==> src/rtl/fft_band_scan_avalon_mm_pkg.sv <==
// fft_scan_pkg: shared constants for the FFT band scanner.
//   - Avalon register word addresses
//   - CTRL / STATUS bit positions
//   - scan FSM state encoding
// Ports: none (package).
package fft_scan_pkg;

  localparam logic [4:0] REG_CTRL      = 5'd0;
  localparam logic [4:0] REG_STATUS    = 5'd1;
  localparam logic [4:0] REG_THRESH    = 5'd2;
  localparam logic [4:0] REG_HITS      = 5'd3;
  localparam logic [4:0] REG_EXP       = 5'd4;
  localparam logic [4:0] REG_PEAK_BASE = 5'd8;

  localparam int CTRL_START  = 0;
  localparam int CTRL_CONT   = 1;
  localparam int CTRL_IRQ_EN = 2;

  localparam int STAT_BUSY = 0;
  localparam int STAT_DONE = 1;
  localparam int STAT_OVR  = 2;

  localparam logic [2:0] S_IDLE   = 3'd0;
  localparam logic [2:0] S_REQ    = 3'd1;
  localparam logic [2:0] S_SCAN   = 3'd2;
  localparam logic [2:0] S_DRAIN  = 3'd3;
  localparam logic [2:0] S_COMMIT = 3'd4;

endpackage

==> src/rtl/fft_band_scan_avalon_mm_if.sv <==
// Avalon-MM bus bundle for the FFT band scanner register file.
//   address[4:0], writedata[31:0], byteenable[3:0], write, read, chipselect
//   readdata[31:0] (registered by the slave, read latency 1)
// Modports: master (bus driver / Nios side), slave (scanner side).
interface fft_band_scan_avalon_mm_if;
  logic [4:0]  address;
  logic [31:0] writedata;
  logic [3:0]  byteenable;
  logic        write;
  logic        read;
  logic        chipselect;
  logic [31:0] readdata;

  modport master (
    output address, writedata, byteenable, write, read, chipselect,
    input  readdata
  );

  modport slave (
    input  address, writedata, byteenable, write, read, chipselect,
    output readdata
  );
endinterface

==> src/rtl/fft_band_scan_avalon_mm_peak_tracker.sv <==
// fft_peak_tracker: scratch max/argmax for one band.
//   clk      in  clock
//   clr      in  clear peak to 0 / bin 0 (start of a run)
//   en       in  candidate bin belongs to this band and is valid
//   power    in  candidate power
//   bin      in  candidate bin index
//   peak_pwr out running maximum power
//   peak_bin out bin of the running maximum (first bin wins on ties)
module fft_peak_tracker
  import fft_scan_pkg::*;
#(
  parameter int ADDR_W  = 10,
  parameter int POWER_W = 16
) (
  input  logic               clk,
  input  logic               clr,
  input  logic               en,
  input  logic [POWER_W-1:0] power,
  input  logic [ADDR_W-1:0]  bin,
  output logic [POWER_W-1:0] peak_pwr,
  output logic [ADDR_W-1:0]  peak_bin
);

  // Strict compare: bins arrive in ascending order, so the lowest bin keeps a tie.
  always_ff @(posedge clk) begin
    if (clr) begin
      peak_pwr <= '0;
      peak_bin <= '0;
    end else if (en && (power > peak_pwr)) begin
      peak_pwr <= power;
      peak_bin <= bin;
    end
  end

endmodule

==> src/rtl/fft_band_scan_avalon_mm.sv <==
// fft_band_scan_avalon_mm: Avalon-MM slave that runs the audio FFT core, sweeps the
// half spectrum and keeps the peak power / peak bin of each of NUM_BANDS bands.
// Results are double-buffered: visible registers only change at the end of a run.
//   clk, reset       clock, synchronous active-high reset
//   avs              Avalon-MM slave bundle (fft_band_scan_avalon_mm_if.slave)
//   fft_addr/start   bin address and run request to the FFT core
//   fft_done/power/exp  result-ready level, bin power (RD_LAT late), block exponent
//   irq              level interrupt, only when FFT_SCAN_IRQ_EN is defined (else 0)
module fft_band_scan_avalon_mm
  import fft_scan_pkg::*;
#(
  parameter int ADDR_W    = 10,
  parameter int POWER_W   = 16,
  parameter int EXP_W     = 6,
  parameter int NUM_BANDS = 4,
  parameter int RD_LAT    = 2,
  parameter int BIN_SKIP  = 1
) (
  input  logic                  clk,
  input  logic                  reset,
  fft_band_scan_avalon_mm_if.slave avs,
  output logic [ADDR_W-1:0]     fft_addr,
  output logic                  fft_start,
  input  logic                  fft_done,
  input  logic [POWER_W-1:0]    fft_power,
  input  logic [EXP_W-1:0]      fft_exp,
  output logic                  irq
);

  localparam int NBINS      = 2**(ADDR_W-1);
  localparam int BAND_SHIFT = ADDR_W - 1 - $clog2(NUM_BANDS);
  localparam int DCNT_W     = $clog2(RD_LAT + 1);
  localparam logic [ADDR_W-1:0] LAST_BIN = ADDR_W'(NBINS - 1);

  function automatic logic [31:0] be_merge(input logic [31:0] old, input logic [31:0] wd,
                                           input logic [3:0] be);
    logic [31:0] m;
    for (int i = 0; i < 4; i++) m[8*i +: 8] = be[i] ? wd[8*i +: 8] : old[8*i +: 8];
    return m;
  endfunction

  logic [2:0]           state;
  logic [DCNT_W-1:0]    drain_cnt;
  logic                 continuous, irq_en, done, overrun;
  logic [POWER_W-1:0]   thresh;
  logic [EXP_W-1:0]     exp_scan, exp_vis;
  logic [NUM_BANDS-1:0] hits, band_en;
  logic [POWER_W-1:0]   scr_pwr [NUM_BANDS];
  logic [POWER_W-1:0]   vis_pwr [NUM_BANDS];
  logic [ADDR_W-1:0]    scr_bin [NUM_BANDS];
  logic [ADDR_W-1:0]    vis_bin [NUM_BANDS];
  logic [ADDR_W-1:0]    bin_p [RD_LAT];
  logic [RD_LAT-1:0]    vld_p;
  logic [31:0]          rd_mux, readdata_q;

  logic wr, rd, wr_ctrl, start_wr, w1c_done, w1c_ovr, commit, clr_scratch, busy;

  assign wr        = avs.chipselect & avs.write;
  assign rd        = avs.chipselect & avs.read;
  assign wr_ctrl   = wr && (avs.address == REG_CTRL) && avs.byteenable[0];
  assign start_wr  = wr_ctrl && avs.writedata[CTRL_START];
  assign w1c_done  = wr && (avs.address == REG_STATUS) && avs.byteenable[0] &&
                     avs.writedata[STAT_DONE];
  assign w1c_ovr   = wr && (avs.address == REG_STATUS) && avs.byteenable[0] &&
                     avs.writedata[STAT_OVR];
  assign busy      = (state != S_IDLE);
  assign commit    = (state == S_COMMIT);
  // Scratch peaks are wiped on every entry into REQ.
  assign clr_scratch = ((state == S_IDLE) && start_wr) || (commit && continuous);

  // Scan FSM: REQ holds fft_start until the core reports done, SCAN walks the
  // half spectrum, DRAIN lets the last RD_LAT bins leave the read pipe.
  always_ff @(posedge clk) begin
    if (reset) begin
      state     <= S_IDLE;
      fft_start <= 1'b0;
      fft_addr  <= '0;
      drain_cnt <= '0;
    end else begin
      case (state)
        S_IDLE: if (start_wr) begin
          state     <= S_REQ;
          fft_start <= 1'b1;
        end
        S_REQ: if (fft_done) begin
          state     <= S_SCAN;
          fft_start <= 1'b0;
          fft_addr  <= '0;
        end
        S_SCAN: if (fft_addr == LAST_BIN) begin
          state     <= S_DRAIN;
          drain_cnt <= '0;
        end else begin
          fft_addr  <= fft_addr + 1'b1;
        end
        S_DRAIN: if (drain_cnt == DCNT_W'(RD_LAT - 1)) state <= S_COMMIT;
                 else drain_cnt <= drain_cnt + 1'b1;
        S_COMMIT: if (continuous) begin
          state     <= S_REQ;
          fft_start <= 1'b1;
        end else begin
          state     <= S_IDLE;
        end
        default: state <= S_IDLE;
      endcase
    end
  end

  always_ff @(posedge clk) begin
    if ((state == S_REQ) && fft_done) exp_scan <= fft_exp;
  end

  // Read-latency pipe stage: bin index travels with its valid flag
  always_ff @(posedge clk) begin
    bin_p[0] <= fft_addr;
    for (int i = 1; i < RD_LAT; i++) bin_p[i] <= bin_p[i-1];
  end

  always_ff @(posedge clk) begin
    if (reset) vld_p <= '0;
    else begin
      vld_p[0] <= (state == S_SCAN);
      for (int i = 1; i < RD_LAT; i++) vld_p[i] <= vld_p[i-1];
    end
  end

  always_comb begin
    band_en = '0;
    for (int b = 0; b < NUM_BANDS; b++)
      band_en[b] = vld_p[RD_LAT-1] && (int'(bin_p[RD_LAT-1]) >= BIN_SKIP) &&
                   ((int'(bin_p[RD_LAT-1]) >> BAND_SHIFT) == b);
  end

  for (genvar g = 0; g < NUM_BANDS; g++) begin : g_band
    fft_peak_tracker #(.ADDR_W(ADDR_W), .POWER_W(POWER_W)) u_trk (
      .clk      (clk),
      .clr      (clr_scratch),
      .en       (band_en[g]),
      .power    (fft_power),
      .bin      (bin_p[RD_LAT-1]),
      .peak_pwr (scr_pwr[g]),
      .peak_bin (scr_bin[g])
    );
  end

  // Register file and commit stage; COMMIT beats a same-cycle W1C of done.
  always_ff @(posedge clk) begin
    if (reset) begin
      continuous <= 1'b0;
      done       <= 1'b0;
      overrun    <= 1'b0;
      thresh     <= '0;
      hits       <= '0;
      exp_vis    <= '0;
      for (int b = 0; b < NUM_BANDS; b++) begin
        vis_pwr[b] <= '0;
        vis_bin[b] <= '0;
      end
    end else begin
      if (wr_ctrl) continuous <= avs.writedata[CTRL_CONT];
      if (wr && (avs.address == REG_THRESH))
        thresh <= POWER_W'(be_merge(32'(thresh), avs.writedata, avs.byteenable));
      done    <= commit | (done & ~w1c_done);
      overrun <= (overrun & ~w1c_ovr) | (commit & done & ~w1c_done);
      if (commit) begin
        exp_vis <= exp_scan;
        for (int b = 0; b < NUM_BANDS; b++) begin
          vis_pwr[b] <= scr_pwr[b];
          vis_bin[b] <= scr_bin[b];
          hits[b]    <= (scr_pwr[b] >= thresh);
        end
      end
    end
  end

`ifdef FFT_SCAN_IRQ_EN
  always_ff @(posedge clk) begin
    if (reset) begin
      irq_en <= 1'b0;
      irq    <= 1'b0;
    end else begin
      if (wr_ctrl) irq_en <= avs.writedata[CTRL_IRQ_EN];
      irq <= done & irq_en;
    end
  end
`else
  assign irq_en = 1'b0;
  assign irq    = 1'b0;
`endif

  always_comb begin
    rd_mux = '0;
    case (avs.address)
      REG_CTRL:   begin
        rd_mux[CTRL_CONT]   = continuous;
        rd_mux[CTRL_IRQ_EN] = irq_en;
      end
      REG_STATUS: begin
        rd_mux[STAT_BUSY] = busy;
        rd_mux[STAT_DONE] = done;
        rd_mux[STAT_OVR]  = overrun;
      end
      REG_THRESH: rd_mux = 32'(thresh);
      REG_HITS:   rd_mux = 32'(hits);
      REG_EXP:    rd_mux = 32'(exp_vis);
      default: begin
        for (int b = 0; b < NUM_BANDS; b++) begin
          if (avs.address == 5'(int'(REG_PEAK_BASE) + 2*b))     rd_mux = 32'(vis_pwr[b]);
          if (avs.address == 5'(int'(REG_PEAK_BASE) + 2*b + 1)) rd_mux = 32'(vis_bin[b]);
        end
      end
    endcase
  end

  always_ff @(posedge clk) begin
    if (reset)   readdata_q <= '0;
    else if (rd) readdata_q <= rd_mux;
  end

  assign avs.readdata = readdata_q;

endmodule

==> src/flat_wrapper.sv <==
// flat-port wrapper written by rule: the top's interface ports become plain ports
module fft_band_scan_avalon_mm_flat import fft_scan_pkg::*;
#(
  parameter int ADDR_W    = 10,
  parameter int POWER_W   = 16,
  parameter int EXP_W     = 6,
  parameter int NUM_BANDS = 4,
  parameter int RD_LAT    = 2,
  parameter int BIN_SKIP  = 1
)
  (clk, reset, fft_addr, fft_start, fft_done, fft_power, fft_exp, irq, avs_address, avs_writedata, avs_byteenable, avs_write, avs_read, avs_chipselect, avs_readdata);
  fft_band_scan_avalon_mm_if avs_i ();
  input  logic clk;
  input  logic reset;
  output logic [ADDR_W-1:0] fft_addr;
  output logic fft_start;
  input  logic fft_done;
  input  logic [POWER_W-1:0] fft_power;
  input  logic [EXP_W-1:0] fft_exp;
  output logic irq;
  input wire logic [$bits(avs_i.address)-1:0] avs_address;
  input wire logic [$bits(avs_i.writedata)-1:0] avs_writedata;
  input wire logic [$bits(avs_i.byteenable)-1:0] avs_byteenable;
  input wire logic [$bits(avs_i.write)-1:0] avs_write;
  input wire logic [$bits(avs_i.read)-1:0] avs_read;
  input wire logic [$bits(avs_i.chipselect)-1:0] avs_chipselect;
  output wire logic [$bits(avs_i.readdata)-1:0] avs_readdata;
  assign avs_i.address = avs_address;
  assign avs_i.writedata = avs_writedata;
  assign avs_i.byteenable = avs_byteenable;
  assign avs_i.write = avs_write;
  assign avs_i.read = avs_read;
  assign avs_i.chipselect = avs_chipselect;
  assign avs_readdata = avs_i.readdata;
  fft_band_scan_avalon_mm #(.ADDR_W(ADDR_W), .POWER_W(POWER_W), .EXP_W(EXP_W), .NUM_BANDS(NUM_BANDS), .RD_LAT(RD_LAT), .BIN_SKIP(BIN_SKIP)) u_core (.clk(clk), .reset(reset), .avs(avs_i), .fft_addr(fft_addr), .fft_start(fft_start), .fft_done(fft_done), .fft_power(fft_power), .fft_exp(fft_exp), .irq(irq));
endmodule
==> config.mk <==
export PLATFORM = sky130hd
export DESIGN_NAME = fft_band_scan_avalon_mm_flat
export DESIGN_NICKNAME = d
export VERILOG_FILES = /design/src/rtl/fft_band_scan_avalon_mm_pkg.sv /design/src/rtl/fft_band_scan_avalon_mm_if.sv /design/src/rtl/fft_band_scan_avalon_mm_peak_tracker.sv /design/src/rtl/fft_band_scan_avalon_mm.sv /design/src/flat_wrapper.sv
export SDC_FILE = /design/constraint.sdc
export NUM_CORES = 1
export LEC_CHECK = 0
export CORE_MARGIN = 3
export CORE_UTILIZATION = 35
export DETAILED_ROUTE_END_ITERATION = 16
export GPL_TIMING_DRIVEN = 0
export PLACE_DENSITY = 0.49
export SYNTH_ARGS = -nofsm -noshare
export SYNTH_HDL_FRONTEND = slang
export SYNTH_SLANG_ARGS = --single-unit
==> constraint.sdc <==
create_clock -name clk -period 5.96 [get_ports clk]
set_clock_uncertainty 0.15 [all_clocks]
set_input_delay 1.788 -clock clk [delete_from_list [all_inputs] [get_ports clk]]
set_output_delay 1.788 -clock clk [all_outputs]
set_load 0.05 [all_outputs]
==> impl_results.md <==
* Status: completed
* # resized after CTS at 0
* Total number of vias at 11.1k
* Total GRT Usage at 22.2%
* DP Area at 0.0162 sq mm
* Mean post-synth cell area at 10.3 sq um
* Final setup vio count at 0
* Crit path cell chain: clkdlybuf4s50_1, ha_1, nand4_1, nor4_1, o31ai_1, a31oi_1, buf_2, buf_4, mux2i_1, nor2_1
* Post-synthesis sequential area ratio at 48.2%
* Yosys warnings at 0
* Latest clock arrival within the worst-skew pair at 530 ps
* CTS Root Cell: clkbuf_16
* Setup TNS at 0 ps
* Critical Path Start Type: primary input
* CTS Hold Bufs at 0
* Net switching power at 1.10 mW
* Post-route cell area at 0.0173 sq mm
* Die W at 210 um
* Minimum clock period at 4700 ps
* Slowest stage delay, CP at 680 ps
* Die Y at 210 um
* Largest fanout on the critical path at 10
* Max H-tree Level at 2
* Vias per Instance at 5.25
* Synth cell types at 69
* Dominant synthesized flop cell: dfxtp_1
* R2R cell count at 7
* Hold WS at 174 ps
* Routed len/inst at 23.7 um
* ANT cells at 0
* Die area at 0.0443 sq mm
* Max Cap Violations at 0
* Critical path class: primary input to flip-flop
* Synth area leader: dfxtp_1
* #FFs+latches synth at 297
* CTS tree: yes
* Nets at 1747
* Sequential cell area at 0.00705 sq mm
* Hold Path Depth at 0
* Clock power share at 45.6%
* Final worst setup slack at 1260 ps
* CTS clock-pin slew for the worst setup and hold paths at 50 ps
* Setup crit end: u_core.g_band[3].u_trk.peak_pwr[7]
* Post-synth top area share at 25.6%
* Int Power at 3.45 mW
* Pre-CTS WS at 831 ps
* Tcrit/Tclk final at 78.8%
* Total Wirelength at 49900 um
* Non-Filler Instances at 2108
* IO Pins at 113
* Core area at 0.0411 sq mm
* Overflow after GRT at 0
* Reg power frac at 47.5%
* CP startpoint: fft_power[13]
* Worst EP required at 6220 ps
* Share of layout cells above drive strength 1 at 8.69%
* Netlist Area Pre-Place at 0.0146 sq mm
* Net Sw Frac at 24.1%
* Multi-input gate area at 0.00677 sq mm
* Worst r2r src: u_core.thresh[0]
* CP arrival at 4960 ps
* Fmax at 0.213 GHz
* CP max stage cell: clkdlybuf4s50_1
* Hold violation total from the final report at 0
* DRT antenna net count at 0
* Final Max Tran Viols at 0
* Pleak at 6.63 nW
* Power per cell area at 263 mW/mm^2
* 1st-iter DRT viols at 1102
* Initial Util at 35.6%
* # clock sinks at 297
* Placed Instances at 2041
* Post-synthesis instance total at 1415
* R2r setup slk at 2720 ps
* Fillers at 4028
* DPL Wire Length at 37800 um
* CTS Buffer Depth at 3
* Gpl congestion at 0.893
* R2R Path End: u_core.hits[1]
* Number of global-route vias before repair at 10.7k
* Site Rows at 74
* Slew @ Worst Pin at 1380 ps
* DRC at 0
* Pin count of the biggest net entering global routing at 66
* Max_slew headroom at 5.39%
* Initial antenna violation count at 0
* EDFF count, synth at 110
* Most common cell after layout, fill and taps aside: nor2_1
* Min-Delay Startpoint: u_core.bin_p[0][2]
* Area delta synth->final at 18.0%
* I/O Buffers at 77
* Ys async rst share at 0%
* Post-CTS Setup Inserts at 0
* Global-route wire length before repair at 72400 um
* Worst hold path type: flip-flop to flip-flop
* Synth top area cells: dfxtp_1, edfxtp_1, ha_1, mux2i_1, nor2_1
* Num CTS Buffers at 36
* Logic pwr share at 6.9%
* Most frequent cells in the layout: nor2_1, dfxtp_1, ha_1
* Maximum vdd ir drop at 0.000183 V
* Critical Path Sink Type: flip-flop
* TritonRoute pass-1 iters at 5
* RSZ-0062 raised after global routing: no
[cell families after synthesis]
family | synth area share, %
multiplexers | 7.35
flip-flops | 48.2
buffers and inverters | 6.01
XOR/XNOR | 0.419
AO/OA/AOI/OAI | 11.7
other | 0.0256
adder cells (fa/ha/maj) | 11.1
AND/OR/NAND/NOR | 15.2
[metrics by stage]
step / util [%] / power [mW]
finish: 42.0 / 4.55
global route: 42.0 / 4.71
CTS: 42.0 / 4.60
detailed placement: 39.3 / 2.51
global placement: 39.2 / 2.51
floorplan: - / 2.38
[how the worst min path moves through the flow]
stage                                to  slack [ps]
detailed placement  u_core.bin_p[0][12]         160
CTS                 u_core.bin_p[0][10]         170
global placement    u_core.bin_p[0][17]         160
finish              u_core.bin_p[0][12]         170
global route        u_core.bin_p[0][10]         180
floorplan           u_core.bin_p[0][10]         160
[sequential cells by signal (all words and copies together) (netlist names)]
register / count
u_core.vis_bin: 40
u_core.drain_cnt: 2
u_core.thresh: 16
u_core.fft_addr: 10
u_core.state: 3
u_core.vld_p: 2
u_core.done: 1
u_core.vis_pwr: 64
u_core.overrun: 1
u_core.g_band.u_trk.peak_bin: 40
u_core.avs.readdata: 16
u_core.fft_start: 1
u_core.g_band.u_trk.peak_pwr: 64
u_core.exp_scan: 6
u_core.exp_vis: 6
u_core.bin_p: 20
u_core.hits: 4
u_core.continuous: 1
[worst max-delay path: cells and delay by family]
family          cells  cell delay, ps
mux                 1             210
simple gates        3             740
buf+inv             3            1360
compound gates      2             390
fa+ha+maj           1             460
[power groups by stage]
stage	registers, mW	clock network [mW]	logic [mW]
CTS	2.16	2.13	0.312
finish	2.16	2.07	0.314
global route	2.16	2.21	0.338
global placement	2.21	0	0.304
detailed placement	2.20	0	0.310
floorplan	2.22	0	0.160
[per-layer routing]
| layer | share of wire [%] | up-vias | wire, um | track usage [%] |
|---|---|---|---|---|
| met1 | 45 | 5341 | 22500 | 30.5 |
| li1 | - | 5310 | - | - |
| met3 | 6.1 | 80 | 3030 | 3.80 |
| met2 | 45 | 331 | 22500 | 35.2 |
| met4 | 3.8 | 0 | 1880 | 8.15 |
| met5 | 0 | - | 0 | 0 |
[cells in the mapped netlist (19+ instances only)]
| cell type | count |
|---|---|
| a211oi_1 | 19 |
| a21o_1 | 26 |
| a21oi_1 | 59 |
| and2_1 | 46 |
| buf_4 | 34 |
| clkbuf_1 | 30 |
| dfxtp_1 | 187 |
| edfxtp_1 | 110 |
| ha_1 | 130 |
| inv_1 | 99 |
| mux2i_1 | 103 |
| nand2_1 | 48 |
| nand3_1 | 24 |
| nand4_1 | 22 |
| nor2_1 | 208 |
| nor2_2 | 21 |
| o21ai_0 | 28 |
[final cells by class]
class / count / area share [%]
tap: 532 / 3.85
clock inverter: 12 / 0.420
multi-input combinational: 953 / 39.2
inverter: 99 / 2.17
buffer: 82 / 2.94
timing repair buffer: 79 / 4.67
clock buffer: 54 / 5.97
sequential: 297 / 40.8
(Power assumes the default switching activity.)
